### src/rtl/mem_port_arbiter.sv
// mem_port_arbiter: shares one single-ported memory between the instruction
// fetch (IF) and data (MA) requesters with a fixed-latency request/accept
// sequence on the memory side. Data wins on simultaneous requests.
// Optional build macro ARB_STARVE_GUARD_EN: after STARVE_MAX consecutive data
// grants made while IF was waiting, the next arbitration goes to IF.
`timescale 1ns/1ps
module mem_port_arbiter #(
  parameter int unsigned ADDR_W     = 32,
  parameter int unsigned DATA_W     = 32,
  parameter int unsigned MEM_LAT    = 1,
  parameter int unsigned STARVE_MAX = 4
) (
  input  logic              clk_i,
  input  logic              reset_n_i,
  input  logic              if_req_i,
  input  logic [ADDR_W-1:0] if_addr_i,
  output logic [DATA_W-1:0] if_rdata_o,
  output logic              if_valid_o,
  input  logic              dm_req_i,
  input  logic              dm_we_i,
  input  logic [ADDR_W-1:0] dm_addr_i,
  input  logic [DATA_W-1:0] dm_wdata_i,
  input  logic [3:0]        dm_mask_i,
  output logic [DATA_W-1:0] dm_rdata_o,
  output logic              dm_done_o,
  output logic              mem_req_o,
  output logic              mem_we_o,
  output logic [ADDR_W-1:0] mem_addr_o,
  output logic [DATA_W-1:0] mem_wdata_o,
  output logic [3:0]        mem_mask_o,
  input  logic              mem_ready_i,
  input  logic [DATA_W-1:0] mem_rdata_i,
  output logic              stall_o
);

  localparam int unsigned LAT_W    = 3;
  localparam int unsigned STARVE_W = 3;
  localparam int unsigned MASK_W   = 4;

  localparam logic [1:0] S_IDLE  = 2'd0;
  localparam logic [1:0] S_ISSUE = 2'd1;
  localparam logic [1:0] S_WAIT  = 2'd2;
  localparam logic [1:0] S_DONE  = 2'd3;

  localparam logic OWN_INST = 1'b0;
  localparam logic OWN_DATA = 1'b1;

  // Reject latencies the 3-bit latency counter cannot express.
  generate
    if (MEM_LAT == 0 || MEM_LAT > 7 || STARVE_MAX > 7) begin : g_param_check
      $error("mem_port_arbiter: MEM_LAT must be 1..7 and STARVE_MAX at most 7");
    end
  endgenerate

  logic [1:0]        state_q, state_d;
  logic              owner_q, owner_d;
  logic [LAT_W-1:0]  lat_cnt_q, lat_cnt_d;
  logic              mem_req_q, mem_req_d;
  logic              mem_we_q, mem_we_d;
  logic [ADDR_W-1:0] mem_addr_q, mem_addr_d;
  logic [DATA_W-1:0] mem_wdata_q, mem_wdata_d;
  logic [MASK_W-1:0] mem_mask_q, mem_mask_d;
  logic [DATA_W-1:0] if_rdata_q, if_rdata_d;
  logic [DATA_W-1:0] dm_rdata_q, dm_rdata_d;
  logic              if_valid_q, if_valid_d;
  logic              dm_done_q, dm_done_d;
  logic              force_inst;
  logic              grant_data;
  logic              grant_inst;

`ifdef ARB_STARVE_GUARD_EN
  logic [STARVE_W-1:0] starve_q, starve_d;

  // IF has waited through STARVE_MAX data grants: it takes the next slot.
  assign force_inst = if_req_i && (starve_q == STARVE_W'(STARVE_MAX));
`else
  assign force_inst = 1'b0;
`endif

  assign grant_data = dm_req_i && !force_inst;
  assign grant_inst = if_req_i && !grant_data;

  // Next-state and next-output logic for the access sequencer.
  always_comb begin
    state_d     = state_q;
    owner_d     = owner_q;
    lat_cnt_d   = lat_cnt_q;
    mem_req_d   = mem_req_q;
    mem_we_d    = mem_we_q;
    mem_addr_d  = mem_addr_q;
    mem_wdata_d = mem_wdata_q;
    mem_mask_d  = mem_mask_q;
    if_rdata_d  = if_rdata_q;
    dm_rdata_d  = dm_rdata_q;
    if_valid_d  = 1'b0;
    dm_done_d   = 1'b0;
`ifdef ARB_STARVE_GUARD_EN
    starve_d    = starve_q;
`endif

    case (state_q)
      S_IDLE: begin
        if (grant_data) begin
          state_d     = S_ISSUE;
          owner_d     = OWN_DATA;
          mem_req_d   = 1'b1;
          mem_we_d    = dm_we_i;
          mem_addr_d  = dm_addr_i;
          mem_wdata_d = dm_wdata_i;
          mem_mask_d  = dm_mask_i;
        end else if (grant_inst) begin
          state_d     = S_ISSUE;
          owner_d     = OWN_INST;
          mem_req_d   = 1'b1;
          mem_we_d    = 1'b0;
          mem_addr_d  = if_addr_i;
          mem_wdata_d = '0;
          mem_mask_d  = '0;
        end
`ifdef ARB_STARVE_GUARD_EN
        if (grant_data && if_req_i) begin
          starve_d = starve_q + STARVE_W'(1);
        end else if (grant_inst) begin
          starve_d = '0;
        end
`endif
      end

      S_ISSUE: begin
        if (mem_ready_i) begin
          mem_req_d   = 1'b0;
          mem_we_d    = 1'b0;
          mem_wdata_d = '0;
          mem_mask_d  = '0;
          if (mem_we_q) begin
            state_d    = S_DONE;
            if_valid_d = (owner_q == OWN_INST);
            dm_done_d  = (owner_q == OWN_DATA);
          end else begin
            lat_cnt_d = LAT_W'(MEM_LAT - 1);
            state_d   = S_WAIT;
          end
        end
      end

      S_WAIT: begin
        if (lat_cnt_q == '0) begin
          state_d = S_DONE;
          if (owner_q == OWN_DATA) begin
            dm_rdata_d = mem_rdata_i;
            dm_done_d  = 1'b1;
          end else begin
            if_rdata_d = mem_rdata_i;
            if_valid_d = 1'b1;
          end
        end else begin
          lat_cnt_d = lat_cnt_q - LAT_W'(1);
        end
      end

      S_DONE: begin
        state_d = S_IDLE;
      end

      default: begin
        state_d = S_IDLE;
      end
    endcase
  end

  // State and output registers; reset drops any in-flight access.
  always_ff @(posedge clk_i) begin
    if (!reset_n_i) begin
      state_q     <= S_IDLE;
      owner_q     <= OWN_INST;
      lat_cnt_q   <= '0;
      mem_req_q   <= 1'b0;
      mem_we_q    <= 1'b0;
      mem_addr_q  <= '0;
      mem_wdata_q <= '0;
      mem_mask_q  <= '0;
      if_rdata_q  <= '0;
      dm_rdata_q  <= '0;
      if_valid_q  <= 1'b0;
      dm_done_q   <= 1'b0;
    end else begin
      state_q     <= state_d;
      owner_q     <= owner_d;
      lat_cnt_q   <= lat_cnt_d;
      mem_req_q   <= mem_req_d;
      mem_we_q    <= mem_we_d;
      mem_addr_q  <= mem_addr_d;
      mem_wdata_q <= mem_wdata_d;
      mem_mask_q  <= mem_mask_d;
      if_rdata_q  <= if_rdata_d;
      dm_rdata_q  <= dm_rdata_d;
      if_valid_q  <= if_valid_d;
      dm_done_q   <= dm_done_d;
    end
  end

`ifdef ARB_STARVE_GUARD_EN
  // Starvation counter register.
  always_ff @(posedge clk_i) begin
    if (!reset_n_i) begin
      starve_q <= '0;
    end else begin
      starve_q <= starve_d;
    end
  end
`endif

  assign if_rdata_o  = if_rdata_q;
  assign if_valid_o  = if_valid_q;
  assign dm_rdata_o  = dm_rdata_q;
  assign dm_done_o   = dm_done_q;
  assign mem_req_o   = mem_req_q;
  assign mem_we_o    = mem_we_q;
  assign mem_addr_o  = mem_addr_q;
  assign mem_wdata_o = mem_wdata_q;
  assign mem_mask_o  = mem_mask_q;

  // Hold the pipeline while any raised request has not yet completed.
  assign stall_o = (dm_req_i && !dm_done_q) || (if_req_i && !if_valid_q);

endmodule

### config.mk
export PLATFORM = sky130hd
export DESIGN_NAME = mem_port_arbiter
export DESIGN_NICKNAME = d
export VERILOG_FILES = /design/src/rtl/mem_port_arbiter.sv
export SDC_FILE = /design/constraint.sdc
export NUM_CORES = 1
export LEC_CHECK = 0
export CORE_MARGIN = 2
export CORE_UTILIZATION = 43
export CTS_CLUSTER_DIAMETER = 50
export DETAILED_ROUTE_END_ITERATION = 10
export GPL_ROUTABILITY_DRIVEN = 0
export PLACE_DENSITY = 0.9
export SKIP_CTS_REPAIR_TIMING = 1
export SLEW_MARGIN = 30
export SYNTH_ARGS = -nofsm -noshare
export SYNTH_HDL_FRONTEND = slang
export SYNTH_SLANG_ARGS = --single-unit
### constraint.sdc
create_clock -name clk_i -period 2.95 [get_ports clk_i]
set_clock_uncertainty 0.05 [all_clocks]
set_input_delay 0.4425 -clock clk_i [delete_from_list [all_inputs] [get_ports clk_i]]
set_output_delay 0.4425 -clock clk_i [all_outputs]
set_load 0.05 [all_outputs]
**Yosys cells after proc, flatten, opt, wreduce, memory -nomap -nowiden**

Index checks and enable logic that the tools add are counted.

- Add/subtract/negate cells: 1
- Equality and inequality tests: 8
- Multiplexer cells: 38
- Bitwise logic cells: 1
- Reductions and logical operators: 18

Operator list:

| cell | count |
|---|---|
| two-way mux 32 bit | 5 |
| one-hot mux 32 bit (2 select lines) | 1 |
| two-way mux 1 bit | 15 |
| two-way mux 4 bit | 3 |
| AND reduction 3 bit | 4 |
| two-way mux 3 bit | 3 |
| two-way mux 2 bit | 4 |
| inequality test 2 bit, second input constant | 4 |
| one-hot mux 1 bit (2 select lines) | 4 |
| one-hot mux 2 bit (4 select lines) | 1 |
| one-hot mux 4 bit (2 select lines) | 1 |
| one-hot mux 3 bit (2 select lines) | 1 |
| nonzero test 2 bit | 3 |
| equality test 2 bit, second input constant | 2 |
| AND reduction 4 bit | 1 |
| logical AND 1 bit | 3 |
| zero test 1 bit | 3 |
| zero test 3 bit | 1 |
| inequality test 3 bit, second input constant | 1 |
| subtractor 3 x 1 -> 3 bit, second input constant | 1 |
| equality test 2 x 1 -> 1 bit, second input constant | 1 |
| zero test 2 bit | 1 |
| AND reduction 2 bit | 1 |
| logical OR 1 bit | 1 |
| NOT 1 bit | 1 |

- Register bits after elaboration: 142
- Bits of input ports: 138
- Output and inout bits: 137
- Logic and storage cells: 78

**Logic depth before layout (Yosys ltp)**

- Depth after elaboration: 5
- Gate-level depth with buffers: 9
- Gate-level depth less buffers: 7

**Least setup slack after synthesis**

Ideal clock, no wire load.

- Path kind: input to output
- From: input port dm_req_i
- To: output port stall_o
- Arrival time: 1.386 ns
- Required time: 2.457 ns
- Path slack: 1.072 ns
- Stages on the path: 3
- Buffers on the path: 1
- Cell sequence: buf_6 -> inv_2 -> o22ai_1

- Cells in the longest elaborated chain, start to end: 2

RTL lines:

| what | line | source |
|---|---|---|
| from (decl) | 19 | `input logic dm_req_i,` |
| logical AND 1 bit | 224 | `assign stall_o = (dm_req_i && !dm_done_q) \|\| (if_req_i && !if_valid_q);` |
| logical OR 1 bit | 224 |  |
| to (decl) | 33 | `output logic stall_o` |

Every way passes these cells.

**Final worst setup path**

Ends and elaborated chain as after synthesis.

==> impl_metrics.toml <==
[pwr]
pwr-share-seq_pct = 29.4
p_leak_uw = 0.003258
pwr-share-clk_pct = 24.3
internal_power_uw = 5050
switchingPower_uw = 3630
p_comb_share_pct = 46.3
p_per_area_nw_per_um2 = 965.6
switching_share_pct = 41.82
power.total_uw = 8679
ir_drop_mv = 0.5356

[place]
port_buffers = 274
dp_cells = 1021
dpl_cell_area_sq_um = 8396
hpwlAfterDp_microns = 11300

[worst_setup_path]
worstPathArrival_ns = 1.66
critical_path_class = "in2out"
rrSetupSlack_ns = 0.84
required_ns = 2.46
r2r_start = "state_q[0]"
startpoint_type = "input pin"
endpoint_kind = "primary output"
reg2reg_to = "mem_wdata_o[30]"
critPathMaxFanout = 36
r2r_cells = 8

[clock_network]
cts_htree_levels = 4
clk_latency_ns = 0.41
numCtsBuffers = 17
cts_root_buf = "clkbuf_16"
clk_pin_slew_ns = 0.06
cts_tree = "done"
cts_sinks = 142
clk_path_buf_depth = 2

[flow_run]
max_cap_violations = 0

[finish]
final_cell_mix = "clkdlybuf4s50_1, dfxtp_1, nand2_1, a21oi_1, nor2_1"
syn_to_final_growth_pct = 63.87
final_area_sq_um = 8989
final_cells = 1053
diodes = 0
layout-drive-gt1-share_pct = 10.67
final_common_cell = "clkdlybuf4s50_1"
finish.net_count = 1012

[sta]
hold_slack_ns = 0.4021
hold_violations = 0
rsz0062_at_grt = "false"
slew_headroom_pct = 58.28
worst_pin_slew_ns = 0.6228
slew_viol_final = 0
min_period_ns = 2.148
tns_ns = 0
fmax_mhz = 465.6
period_share_pct = 72.81
setup_viol = 0

[synth]
yosys_most_used_dff = "dfxtp_1"
synth-seq-cells = 142
ys_types = 29
syn_inst = 608
synth_enable_flop_cells = 0
yosys_warnings = 0
mappedNetlistNets = 752
async_flop_share_pct = 0
synth_top_area_share_pct = 51.82
synth_area_per_cell_sq_um = 9.022
yosysSeqAreaShare_pct = 51.82
synth.area.top_cells = "dfxtp_1, nand2_1, mux2i_1, a21oi_1, a22oi_2"
yosysTopAreaCell = "dfxtp_1"
synth_area_sq_um = 5485

[global_routing]
globalRouteTotalUtil_pct = 22.37
grt_overflow = 0
grt_pass1_wl_microns = 24090
antenna_found_initial = 0
grt_max_degree = 65
grt_pass1_vias = 4959

[min_path]
min_to = "if_rdata_o[29]"
hold_class = "reg2reg"
hold_depth = 2
min-delay-start = "if_rdata_o[29]"

[floorplan]
fp.dieH_microns = 116.9
core_sq_um = 12520
initial_core_util_pct = 43.82
rows = 41
fp.dieW_microns = 116.9
io_pins = 275
fp.dieArea_sq_um = 13680

[route]
drtPass1Iterations = 4
drt-initial-drc-count = 331
wirelength_microns = 15690
via_count = 5190
wire_per_inst_microns = 14.90
viasPerCell = 4.929
drc = 0
ant_nets = 0

[run_status]
outcome = "completed"
## registers in the layout, indices dropped and copies added, names as in the netlist
name / cells
lat_cnt_q: 3
mem_mask_o: 4
mem_we_o: 1
if_rdata_o: 32
mem_req_o: 1
owner_q: 1
if_valid_o: 1
state_q: 2
mem_addr_o: 32
dm_rdata_o: 32
dm_done_o: 1
mem_wdata_o: 32
## synth_stat cells, types with 7 or more instances
library cell and instances:
a22oi_1 17, a21oi_1 69, nor2_2 20, clkbuf_1 21, nor2_1 58, dfxtp_1 142
a211oi_1 32, inv_1 7, buf_2 18, nand2_1 133, mux2i_1 35, a22oi_2 20
## per-stage QoR
stage | setup WS [ns] | util [%]
after floorplan | 1.072 | -
after global placement | 0.5922 | 66.85
after detailed placement | 0.6396 | 67.07
after CTS | 0.7835 | 71.81
after global routing | 0.6995 | 71.81
final | 0.8022 | 71.81
## logic make-up after synthesis
kind of cell / Yosys count / share of synthesized area, %
and+or+nand+nor: 226 / 17.27
AOI/OAI and AO/OA: 144 / 18.43
DFF: 142 / 51.82
buffers and inverters: 55 / 4.722
muxes: 35 / 6.387
adders and majority gates: 6 / 1.369
## critical path, stage by stage
cell	delay [ns]
buf_2	0.09
buf_4	0.47
inv_2	0.11
o22ai_1	0.35
buf_12	0.19
## power by group through the flow
stage | Combinational [uW] | Clock, uW | Sequential [uW]
2_1_floorplan | 1400 | 0 | 3910
3_3_place_gp | 3900 | 0 | 2570
3_5_place_dp | 4040 | 0 | 2590
4_1_cts | 4050 | 2160 | 2550
5_1_grt | 4270 | 2250 | 2600
6_report | 4020 | 2110 | 2550
## routing by layer
metal  up-vias  track usage (%)  wire [microns]
met5         -                0               0
met4         0            8.706             338
met3        26            8.599            1294
met2       201            37.65            7832
met1      2375            25.77            6222
li1       2588                -               -
## worst max path at each step
stage | start | to | slack (ns) | cells past startpoint
floorplan | dm_req_i | stall_o | 1.07 | 3
CTS | mem_we_o | mem_we_o | 0.78 | 1
detailed placement | if_req_i | mem_wdata_o[30] | 0.64 | 7
finish | dm_req_i | stall_o | 0.80 | 5
global placement | if_req_i | mem_mask_o[2] | 0.59 | 6
global route | state_q[0] | mem_wdata_o[0] | 0.70 | 8
## layout make-up
type | instances | area (sq um)
fillers | 943 | 3528
repair buffers | 287 | 2903
flip-flops and latches | 142 | 2843
multi-input cells | 411 | 2399
clock buffers | 20 | 456.7
well taps | 172 | 215.2
clock inverters | 12 | 136.4
inverters | 9 | 36.28
No activity file was read; power rests on OpenSTA's default activity.
